--- src/rtl/alu_sequencer.sv ---
// rtl/alu_sequencer.sv - instruction sequencer and 4x4 register file driving the 4-bit ALU
module alu_sequencer #(
  parameter int NREG = 4,
  parameter int W    = 4
) (
  input  logic         clk,
  input  logic         rst,
  input  logic         instr_valid,
  output logic         instr_ready,
  input  logic [3:0]   instr_op,
  input  logic [1:0]   instr_rd,
  input  logic [1:0]   instr_rs1,
  input  logic [1:0]   instr_rs2,
  input  logic [W-1:0] instr_imm,
  output logic [W-1:0] alu_a,
  output logic [W-1:0] alu_b,
  output logic [3:0]   alu_sel,
  input  logic [W-1:0] alu_f3,
  input  logic [W-1:0] alu_f4,
  input  logic         alu_c,
  input  logic         alu_v,
  output logic         done,
  output logic         flag_c,
  output logic         flag_v,
  output logic         illegal,
  input  logic [1:0]   dbg_sel,
  output logic [W-1:0] dbg_data
);

  localparam logic [1:0] S_IDLE = 2'd0;
  localparam logic [1:0] S_OPER = 2'd1;
  localparam logic [1:0] S_EXEC = 2'd2;
  localparam logic [1:0] S_WB   = 2'd3;

  localparam logic [3:0] OP_LDI  = 4'b0000;
  localparam logic [3:0] OP_MUL  = 4'b0111;
  localparam logic [3:0] SEL_IDL = 4'b1111;

  logic [1:0]   r_state;
  logic [W-1:0] r_rf [NREG];
  logic [3:0]   r_op;
  logic [1:0]   r_rd;
  logic [1:0]   r_rs1;
  logic [1:0]   r_rs2;
  logic [W-1:0] r_imm;
  logic [W-1:0] r_alu_a;
  logic [W-1:0] r_alu_b;
  logic [3:0]   r_alu_sel;
  logic [W-1:0] r_f3;
  logic [W-1:0] r_f4;
  logic         r_c;
  logic         r_v;
  logic         r_flag_c;
  logic         r_flag_v;
  logic         r_illegal;

  logic         w_is_alu;
  logic         w_is_ldi;
  logic [1:0]   w_rd_hi;

  // Classify the latched opcode: ALU op (incl. the zero ops), LDI, or illegal
  always_comb begin
    w_is_ldi = (r_op == OP_LDI);
    case (r_op)
      4'b0001, 4'b0011, 4'b0111, 4'b1000, 4'b1001,
      4'b1011, 4'b1100, 4'b1110, 4'b1111: w_is_alu = 1'b1;
      default:                            w_is_alu = 1'b0;
    endcase
  end

  // MUL high nibble lands in the next register up, wrapping r3 -> r0
  assign w_rd_hi = r_rd + 2'd1;

  // Four-phase instruction FSM with register-file and flag writeback
  always_ff @(posedge clk) begin
    if (rst) begin
      r_state   <= S_IDLE;
      for (int i = 0; i < NREG; i++) r_rf[i] <= '0;
      r_op      <= '0;
      r_rd      <= '0;
      r_rs1     <= '0;
      r_rs2     <= '0;
      r_imm     <= '0;
      r_alu_a   <= '0;
      r_alu_b   <= '0;
      r_alu_sel <= SEL_IDL;
      r_f3      <= '0;
      r_f4      <= '0;
      r_c       <= 1'b0;
      r_v       <= 1'b0;
      r_flag_c  <= 1'b0;
      r_flag_v  <= 1'b0;
      r_illegal <= 1'b0;
    end else begin
      case (r_state)
        S_IDLE: begin
          if (instr_valid) begin
            r_op    <= instr_op;
            r_rd    <= instr_rd;
            r_rs1   <= instr_rs1;
            r_rs2   <= instr_rs2;
            r_imm   <= instr_imm;
            r_state <= S_OPER;
          end
        end
        S_OPER: begin
          r_alu_a   <= r_rf[r_rs1];
          r_alu_b   <= r_rf[r_rs2];
          r_alu_sel <= w_is_alu ? r_op : SEL_IDL;
          r_state   <= w_is_alu ? S_EXEC : S_WB;
        end
        S_EXEC: begin
          r_f3    <= alu_f3;
          r_f4    <= alu_f4;
          r_c     <= alu_c;
          r_v     <= alu_v;
          r_state <= S_WB;
        end
        default: begin
          if (w_is_alu) begin
            r_rf[r_rd] <= r_f3;
            r_flag_c   <= r_c;
            r_flag_v   <= r_v;
            if (r_op == OP_MUL) r_rf[w_rd_hi] <= r_f4;
          end else if (w_is_ldi) begin
            r_rf[r_rd] <= r_imm;
          end else begin
            r_illegal  <= 1'b1;
          end
          r_alu_sel <= SEL_IDL;
          r_state   <= S_IDLE;
        end
      endcase
    end
  end

  assign instr_ready = (r_state == S_IDLE);
  assign done        = (r_state == S_WB);
  assign alu_a       = r_alu_a;
  assign alu_b       = r_alu_b;
  assign alu_sel     = r_alu_sel;
  assign flag_c      = r_flag_c;
  assign flag_v      = r_flag_v;
  assign illegal     = r_illegal;
  assign dbg_data    = r_rf[dbg_sel];

endmodule

--- config.mk ---
export PLATFORM = sky130hd
export DESIGN_NAME = alu_sequencer
export DESIGN_NICKNAME = d
export VERILOG_FILES = /design/src/rtl/alu_sequencer.sv
export SDC_FILE = /design/constraint.sdc
export NUM_CORES = 1
export LEC_CHECK = 0
export CELL_PAD_IN_SITES_DETAIL_PLACEMENT = 1
export CELL_PAD_IN_SITES_GLOBAL_PLACEMENT = 1
export CORE_ASPECT_RATIO = 0.8
export CORE_MARGIN = 5
export CORE_UTILIZATION = 43
export DETAILED_ROUTE_END_ITERATION = 8
export PLACE_DENSITY = 0.8
export RECOVER_POWER = 25
export REMOVE_ABC_BUFFERS = 1
export SKIP_CTS_REPAIR_TIMING = 1
export SLEW_MARGIN = 10
export SYNTH_ARGS = -nofsm -noshare
export SYNTH_HDL_FRONTEND = slang
export SYNTH_SLANG_ARGS = --single-unit
--- constraint.sdc ---
create_clock -name clk -period 3.1 [get_ports clk]
set_clock_uncertainty 0.05 [all_clocks]
set_input_delay 0.775 -clock clk [delete_from_list [all_inputs] [get_ports clk]]
set_output_delay 0.775 -clock clk [all_outputs]
set_load 0.03 [all_outputs]
# Yosys cells after proc, flatten, opt, wreduce, memory -nomap -nowiden

Memory sizes are Yosys's and may differ from the RTL's. A register that Yosys moved wholly into a read port is not among the register bits.
Cells that the tools add are included.

Mux-type cells: 30
Bitwise logic cells: 4
Add/sub/neg operators: 1
Reductions and logical operators: 9
Eq/ne operators: 5

Operator list:

| kind                                                                  | count |
|---|---|
| 4-bit 2-to-1 mux                                                      | 6 |
| 1-bit 2-to-1 mux                                                      | 19 |
| 4-bit case mux with 2 select lines                                    | 1 |
| 4-bit OR reduction                                                    | 2 |
| 2-bit 2-to-1 mux                                                      | 3 |
| 2-bit case mux with 3 select lines                                    | 1 |
| 2-bit equality test, second input constant                            | 2 |
| 4-bit by 3-bit equality test with 1-bit output, second input constant | 1 |
| 4-bit zero test                                                       | 1 |
| 2-bit AND reduction                                                   | 2 |
| 1-bit inverter                                                        | 3 |
| 3-bit AND reduction                                                   | 1 |
| 3-bit OR reduction                                                    | 1 |
| 2-bit by 1-bit adder with 2-bit output, second input constant         | 1 |
| 2-bit by 1-bit equality test with 1-bit output, second input constant | 1 |
| 2-bit zero test                                                       | 1 |
| 2-bit != test, second input constant                                  | 1 |
| 2-bit OR reduction                                                    | 1 |
| 1-bit OR                                                              | 1 |

RAM bits: 16
Bits of input ports: 29
Word-level logic and storage cells: 65
Memories kept: 2
Register bits after elaboration: 33
Bits in read-only memories: 16
Output and inout port bits: 21

Memory list:

| name            | words | bits a word | read ports | clocked after Yosys merged registers in | write ports | RTL line | RTL |
|---|---|---|---|---|---|---|---|
| (no name shown) | 16    | 1           | 1          | 1                                       | 0           | 64       | `case (r_op)` |
| r_rf            | 4     | 4           | 3          | 2                                       | 4           | 40       | `logic [W-1:0] r_rf [NREG];` |

# Logic depth before layout (Yosys ltp)

Gate-level depths: netlist of the first run.

Depth after elaboration: 9
Gate-level depth with buffers: 7
Mapped depth without buffers: 6

# Worst setup path before layout of the first run

No wires, ideal clock.

Path type: input port to output port
Start point: input dbg_sel[0]
End point: output dbg_data[0]
Required time: 2275 ps
Data arrival time: 1357 ps
Slack: 918 ps
Stages on the path: 1
Buffers on the path: 0
Cells stage by stage: mux4_2

Longest elaborated chain between the ends: 1

RTL lines:

| element               | RTL line | RTL |
|---|---|---|
| start, declared       | 26       | `input logic [1:0] dbg_sel,` |
| memory read 4 x 4 bit | -        |  |
| end, declared         | 27       | `output logic [W-1:0] dbg_data` |

Every way passes these cells.

# Worst setup path after layout of the first run

Start point: input dbg_sel[0]
End point: output dbg_data[2]

The elaborated chain is that of the path after synthesis.

==> impl_results.md, run 1 <==
* Critical Path Max Stage Delay at 610 ps
* Overall Global Routing Usage at 19.40%
* Hold Path Class: reg2reg
* P&R area growth vs syn at 28.49%
* Diode count at 0
* Fin util at 56.08%
* Buf/Inv on CP at 2
* YS warnings at 0
* Crit path cell chain: clkdlybuf4s50_1 > mux4_2 > dlymetal6s2s_1
* Iter 0 DRT Violations at 68
* Post-synth top area share at 30.68%
* Met3 WL at 407 um
* Final GP Congestion at 0.7962
* Startpoint types: input port
* CTS tree: built
* DIE HEIGHT at 81.40 um
* RSZ-0062 raised after global routing: no
* Synth area leader: dfxtp_1
* Status: finished with violations
* Slew @ Worst Pin at 1645 ps
* Vias post-DR at ~2200
* Top layer in use: met4
* H-Tree Depth at 3
* Violated checks: capacitance limit, slew limit
* Initial antenna violation count at 0
* Slowest cell on the critical path: clkdlybuf4s50_1
* IO Port Bufs at 49
* DRT Wirelength at 7093 um
* Synth unique cells at 32
* Tmin final at 3000 ps
* # nets final at 357
* Core outline area at 6279 um2
* # fillers at 699
* Drc violations at 0
* Share of cells above drive strength 1 at between 10 and 15%
* Synth Cell Area at between 2000 and 3000 um2
* Skew-Pair Late Insertion Delay at 340 ps
* Largest net degree at the start of global routing at 37
* FF+latch area at 1321 um2
* Final Cycle Share at 96.77%
* Die area at around 8100 um2
* Vias in the first global route at roughly 2400
* CP delay by family, top: buffers and inverters
* HPWL after detailed placement at 5400 um
* Post-Syn Area per Cell at 10.11 um2
* Global route overflow at 0
* Initial Utilization at 43.64%
* TNS Setup at 0 ps
* Hold WS at 405.3 ps
* P_leak at 1.287 nW
* Pre-Repair DR Iteration Count at 4
* TritonCTS Buffers at 9
* Max Slew Vio Count at 37
* CTS root buf: clkbuf_8
* Max-slew headroom at -9.671%
* Worst setup EP type: output port
* Mapped Cells at 271
* Drt via density at 5.362
* Largest vdd supply drop at 0.0003724 V
* Routed len/inst at about 17 um
* # IOs at 50
* PD cells at 693.4 nW/um2
* CTS sink count at 58
* Die span in x at ~99 um
* Max-cap viol count at 1
* Met2 wire len at 3443 um
* Clk buf depth at 2
* CP arrival at 2180 ps
* Finish-stage setup viols at 0
* Combined area of the multi-input logic cells at 1346 um2
* M1 wire length at 3169 um
* Sequential-to-total area share from yosys stat at 48.22%
* Crit path kind: in2out
* First-pass GRT wire length at approximately 12000 um
* FF+latch count, synth at 58
* Row count at 26
* Clock-pin slew on the worst setup and hold paths at 60 ps
* WP data required at ~2300 ps
* Top area cells in the synthesized netlist: dfxtp_1 31%, edfxtp_1 18%, mux4_2 9.9%
* FMAX at 333.3 MHz
* Crit Path Max Fanout at 4
* Final ANT Viol Nets at 0
* Hold Vio Cnt, Final at 0
-- worst register-to-register path: cells and delay by family, from the launching register on --
kind,cells,cell delay [ps]
AO/OA/AOI/OAI,1,310
adder cells (fa/ha/maj),1,410
flip-flops,1,410
AND/OR/NAND/NOR,2,720
-- per-stage QoR --
stage               instances  cell area (um2)  power (mW)  worst slack, ps
global route              412             3521       2.593            42.15
CTS                       412             3515       2.472           -271.1
detailed placement        396             3331       1.822           -266.4
finish                    412             3521       2.441            99.99
floorplan                 256             2683       1.522            918.4
global placement          396             3331       1.783           -249.7
-- cell usage in the layout, fill, tap and decap left out, types with 10 or more instances in the layout --
master            n
nand2_1          51
clkdlybuf4s50_1  44
dfxtp_1          42
nor2_1           26
mux2i_1          21
a21oi_1          19
edfxtp_1         16
mux4_2           12
clkbuf_8         10
-- synth_stat cells --
| master | n |
|---|---|
| nor2b_1 | 1 |
| nor4_4 | 1 |
| and2_1 | 1 |
| inv_1 | 4 |
| a21oi_1 | 19 |
| or3_1 | 1 |
| buf_2 | 1 |
| and4b_1 | 4 |
| nand3_1 | 6 |
| a21o_1 | 1 |
| o211ai_1 | 1 |
| or3b_1 | 1 |
| o21ai_1 | 8 |
| nor4_1 | 1 |
| nor4_2 | 3 |
| mux4_2 | 12 |
| mux2i_1 | 21 |
| a31oi_1 | 4 |
| edfxtp_1 | 16 |
| dfxtp_1 | 42 |
| ha_1 | 5 |
| nand4b_1 | 1 |
| o21ai_0 | 8 |
| o2111ai_1 | 1 |
| o22ai_1 | 4 |
| nand2b_1 | 8 |
| clkbuf_1 | 14 |
| nor2_2 | 1 |
| nor2_1 | 26 |
| nand2_1 | 51 |
| or4_4 | 2 |
| nand3b_1 | 2 |
-- routing by layer --
layer / global-route usage [%] / vias to the layer above
met5: 0 / -
met1: 22.99 / 1069
met4: 6.548 / 0
li1: - / 1074
met2: 33.71 / 59
met3: 6.009 / 7
-- power by group --
part	switching, mW	internal (mW)
combinational	0.425	0.339
sequential	0.138	0.893
clock	0.289	0.359
total	0.851	1.59
-- state kept, by name (all words and copies together), names as in the netlist, 2 cells and up --
name and cells:
alu_a 4, alu_b 4, alu_sel 4, r_f3 4, r_f4 4, r_imm 4, r_op 4, r_rd 2
r_rf 16, r_rs1 2, r_rs2 2, r_state 2
-- worst paths after layout --
| path | start | endpoint | slack [ps] | depth (start not counted) |
|---|---|---|---|---|
| worst max register to register | r_state[1] | r_rf[2][2] | 890 | 4 |
| worst min register to register | r_imm[2] | r_imm[2] | 410 | 2 |
| worst max-delay path | dbg_sel[0] | dbg_data[2] | 100 | 3 |
| worst min-delay path | r_imm[2] | r_imm[2] | 410 | 2 |
-- layout make-up --
type,count,share of cell area [%]
Multi-Input combinational cell,194,38.24
Sequential cell,58,37.53
Timing Repair Buffer,56,15.60
Clock buffer,14,4.940
Tap cell,84,2.985
Inverter,4,0.4264
Clock inverter,2,0.2843
-- logic make-up after synthesis --
| family | Yosys count | share of synthesized area, % |
|---|---|---|
| buffers and inverters | 19 | 2.648 |
| flip-flops | 58 | 48.22 |
| AND/OR/NAND/NOR | 110 | 20.23 |
| multiplexers | 33 | 17.53 |
| adder cells (fa/ha/maj) | 5 | 2.283 |
| AO/OA/AOI/OAI | 46 | 9.087 |
(Power assumes the default switching activity.)
==> run 2, diff against run 1 <==
--- a/config.mk
+++ b/config.mk
@@ -14,7 +14,6 @@
 export PLACE_DENSITY = 0.8
 export RECOVER_POWER = 25
 export REMOVE_ABC_BUFFERS = 1
-export SKIP_CTS_REPAIR_TIMING = 1
 export SLEW_MARGIN = 10
 export SYNTH_ARGS = -nofsm -noshare
 export SYNTH_HDL_FRONTEND = slang
==> run 2 against run 1 <==
  * Highest routed layer unchanged
  * First-iteration DRC count increased by 2.9%
  * Hold slack unchanged
  * Largest power group unchanged
  * The run now ends clean
  * Global-route usage stayed put
==> impl_results.md, run 2 (synthesis results as in run 1) <==
* Setup bufs post-CTS at 0
* TritonCTS Buffers at 9
* CP arrival at ~2000 ps
* DIE HEIGHT at 81.40 um
* First-pass GRT wire length at 11930 um
* CTS Hold Bufs at 0
* Tmin final at 2843 ps
* Reg with most FFs: r_rf
* Hold Path Class: reg2reg
* H-Tree Depth at 3
* Worst flop-to-flop path endpoint: r_rf[2][2]
* Dpl cells at just under 400
* Combined area of the multi-input logic cells at 1346 um2
* Startpoint types: input port
* DRT Wirelength at 7099 um
* Row count at 26
* Vias post-DR at 2206
* P_leak at 1.252 nW
* # nets final at around 360
* CTS sink count at 58
* Status: completed
* Fin cells at 412
* Hold worst-path end: r_imm[2]
* IO Port Bufs at 49
* Iter 0 DRT Violations at 70
* Clk buf depth at 2
* Max-cap viol count at 0
* Finish-stage setup viols at 0
* Slowest cell on the critical path: clkdlybuf4s50_1
* Most frequent cells in the layout: 51 x nand2_1, 42 x dfxtp_1, 42 x clkdlybuf4s50_1
* CTS tree: built
* CP delay by family, top: buffers and inverters
* Worst R2R Setup Slack at 890 ps
* P&R area growth vs syn at 27.95%
* Diode count at 0
* Critical Path Max Stage Delay at 560 ps
* Final Cycle Share at between 90% and 100%
* Worst setup EP type: output port
* Final GP Congestion at around 0.80
* Crit path cell chain: clkdlybuf4s50_1 > mux4_2 > dlygate4sd2_1
* Post-route total power at 2.439 mW
* Pre-Repair DR Iteration Count at 4
* FF+latch area at 1321 um2
* Post_cts resized at 5
* Crit path kind: in2out
* Slew @ Worst Pin at between 700 and 800 ps
* Max Slew Vio Count at 0
* # IOs at 50
* Die span in x at about 99 um
* Final ANT Viol Nets at 0
* # fillers at 700
* Overall Global Routing Usage at 19.40%
* Skew-Pair Late Insertion Delay at approximately 340 ps
* PD cells at slightly below 700 nW/um2
* Global route overflow at 0
* Worst R2R Path Depth at 4
* Commonest non-fill, non-tap cell in the layout: nand2_1
* Initial Utilization at a little over two fifths
* Worst min-delay path startpoint: r_imm[2]
* Drt via density at 5.354
* Initial antenna violation count at 0
* Largest vdd supply drop at 0.0003723 V
* Routed len/inst at 17.23 um
* Max-slew headroom at 48.77%
* Hold Vio Cnt, Final at 0
* Vias in the first global route at 2411
* HPWL after detailed placement at 5400 um
* Die area at 8079 um2
* CTS root buf: clkbuf_8
* Drc violations at 0
* Buf/Inv on CP at 2
* Crit Path Max Fanout at 4
* WP data required at 2270 ps
* WHS Path Cells at 2
* Largest net degree at the start of global routing at 37
* Core outline area at 6279 um2
* Share of cells above drive strength 1 at a little under an eighth
* Clock-pin slew on the worst setup and hold paths at about 60 ps
* Max FFs per register at 16
* RSZ-0062 raised after global routing: no
* Worst reg2reg startpoint: r_state[1]
* FMAX at 351.7 MHz
-- run 2: worst reg2reg max path, delay by kind of cell, from the launching register on --
family                   cells  cell delay, ps
flip-flops                   1             410
AND/OR/NAND/NOR              2             720
adder cells (fa/ha/maj)      1             410
AO/OA/AOI/OAI                1             310
-- run 2: worst max path at each step --
stage | start | slack [ps] | end | depth (start not counted)
floorplan | dbg_sel[0] | 920 | dbg_data[0] | 1
global placement | dbg_sel[0] | -250 | dbg_data[3] | 3
detailed placement | dbg_sel[0] | -270 | dbg_data[3] | 3
CTS | dbg_sel[0] | 240 | dbg_data[3] | 3
global route | dbg_sel[0] | 190 | dbg_data[2] | 3
finish | dbg_sel[1] | 260 | dbg_data[2] | 3
-- run 2: power by group --
group,switching (mW),total (mW),internal (mW)
sequential,0.138,1.03,0.892
clock,0.290,0.648,0.359
combinational,0.425,0.761,0.336
total,0.853,2.44,1.59
-- run 2: per-stage QoR --
| stage | setup slack, ps | hold WS, ps | area (um2) | utilization (%) | TNS [ps] |
|---|---|---|---|---|---|
| 3_3_place_gp | -249.7 | 393.5 | 3331 | 53.05 | -992.1 |
| 6_report | 256.8 | 405.3 | 3506 | 55.84 | 0 |
| 2_1_floorplan | 918.4 | 376.3 | 2683 | - | 0 |
| 4_1_cts | 242.2 | 406.0 | 3508 | 55.88 | 0 |
| 3_5_place_dp | -266.4 | 396.8 | 3331 | 53.05 | -1049 |
| 5_1_grt | 194.1 | 438.8 | 3506 | 55.84 | 0 |
-- run 2: routing by layer --
| metal | share of wire [%] | wire length, um | vias up | global-route usage [%] |
|---|---|---|---|---|
| met5 | 0 | 0 | - | 0 |
| met4 | 1.0 | 73 | 0 | 6.548 |
| met3 | 5.8 | 411 | 7 | 6.009 |
| met2 | 49 | 3451 | 60 | 33.71 |
| met1 | 45 | 3163 | 1064 | 22.99 |
| li1 | - | - | 1075 | - |
-- run 2: cell type report --
cell class                      instances  share of cell area [%]
Timing Repair Buffer                   56                   15.24
Inverter                                4                  0.4283
Tap cell                               84                   2.998
Multi-Input combinational cell        194                   38.40
Clock buffer                           14                   4.961
Clock inverter                          2                  0.2855
Sequential cell                        58                   37.69
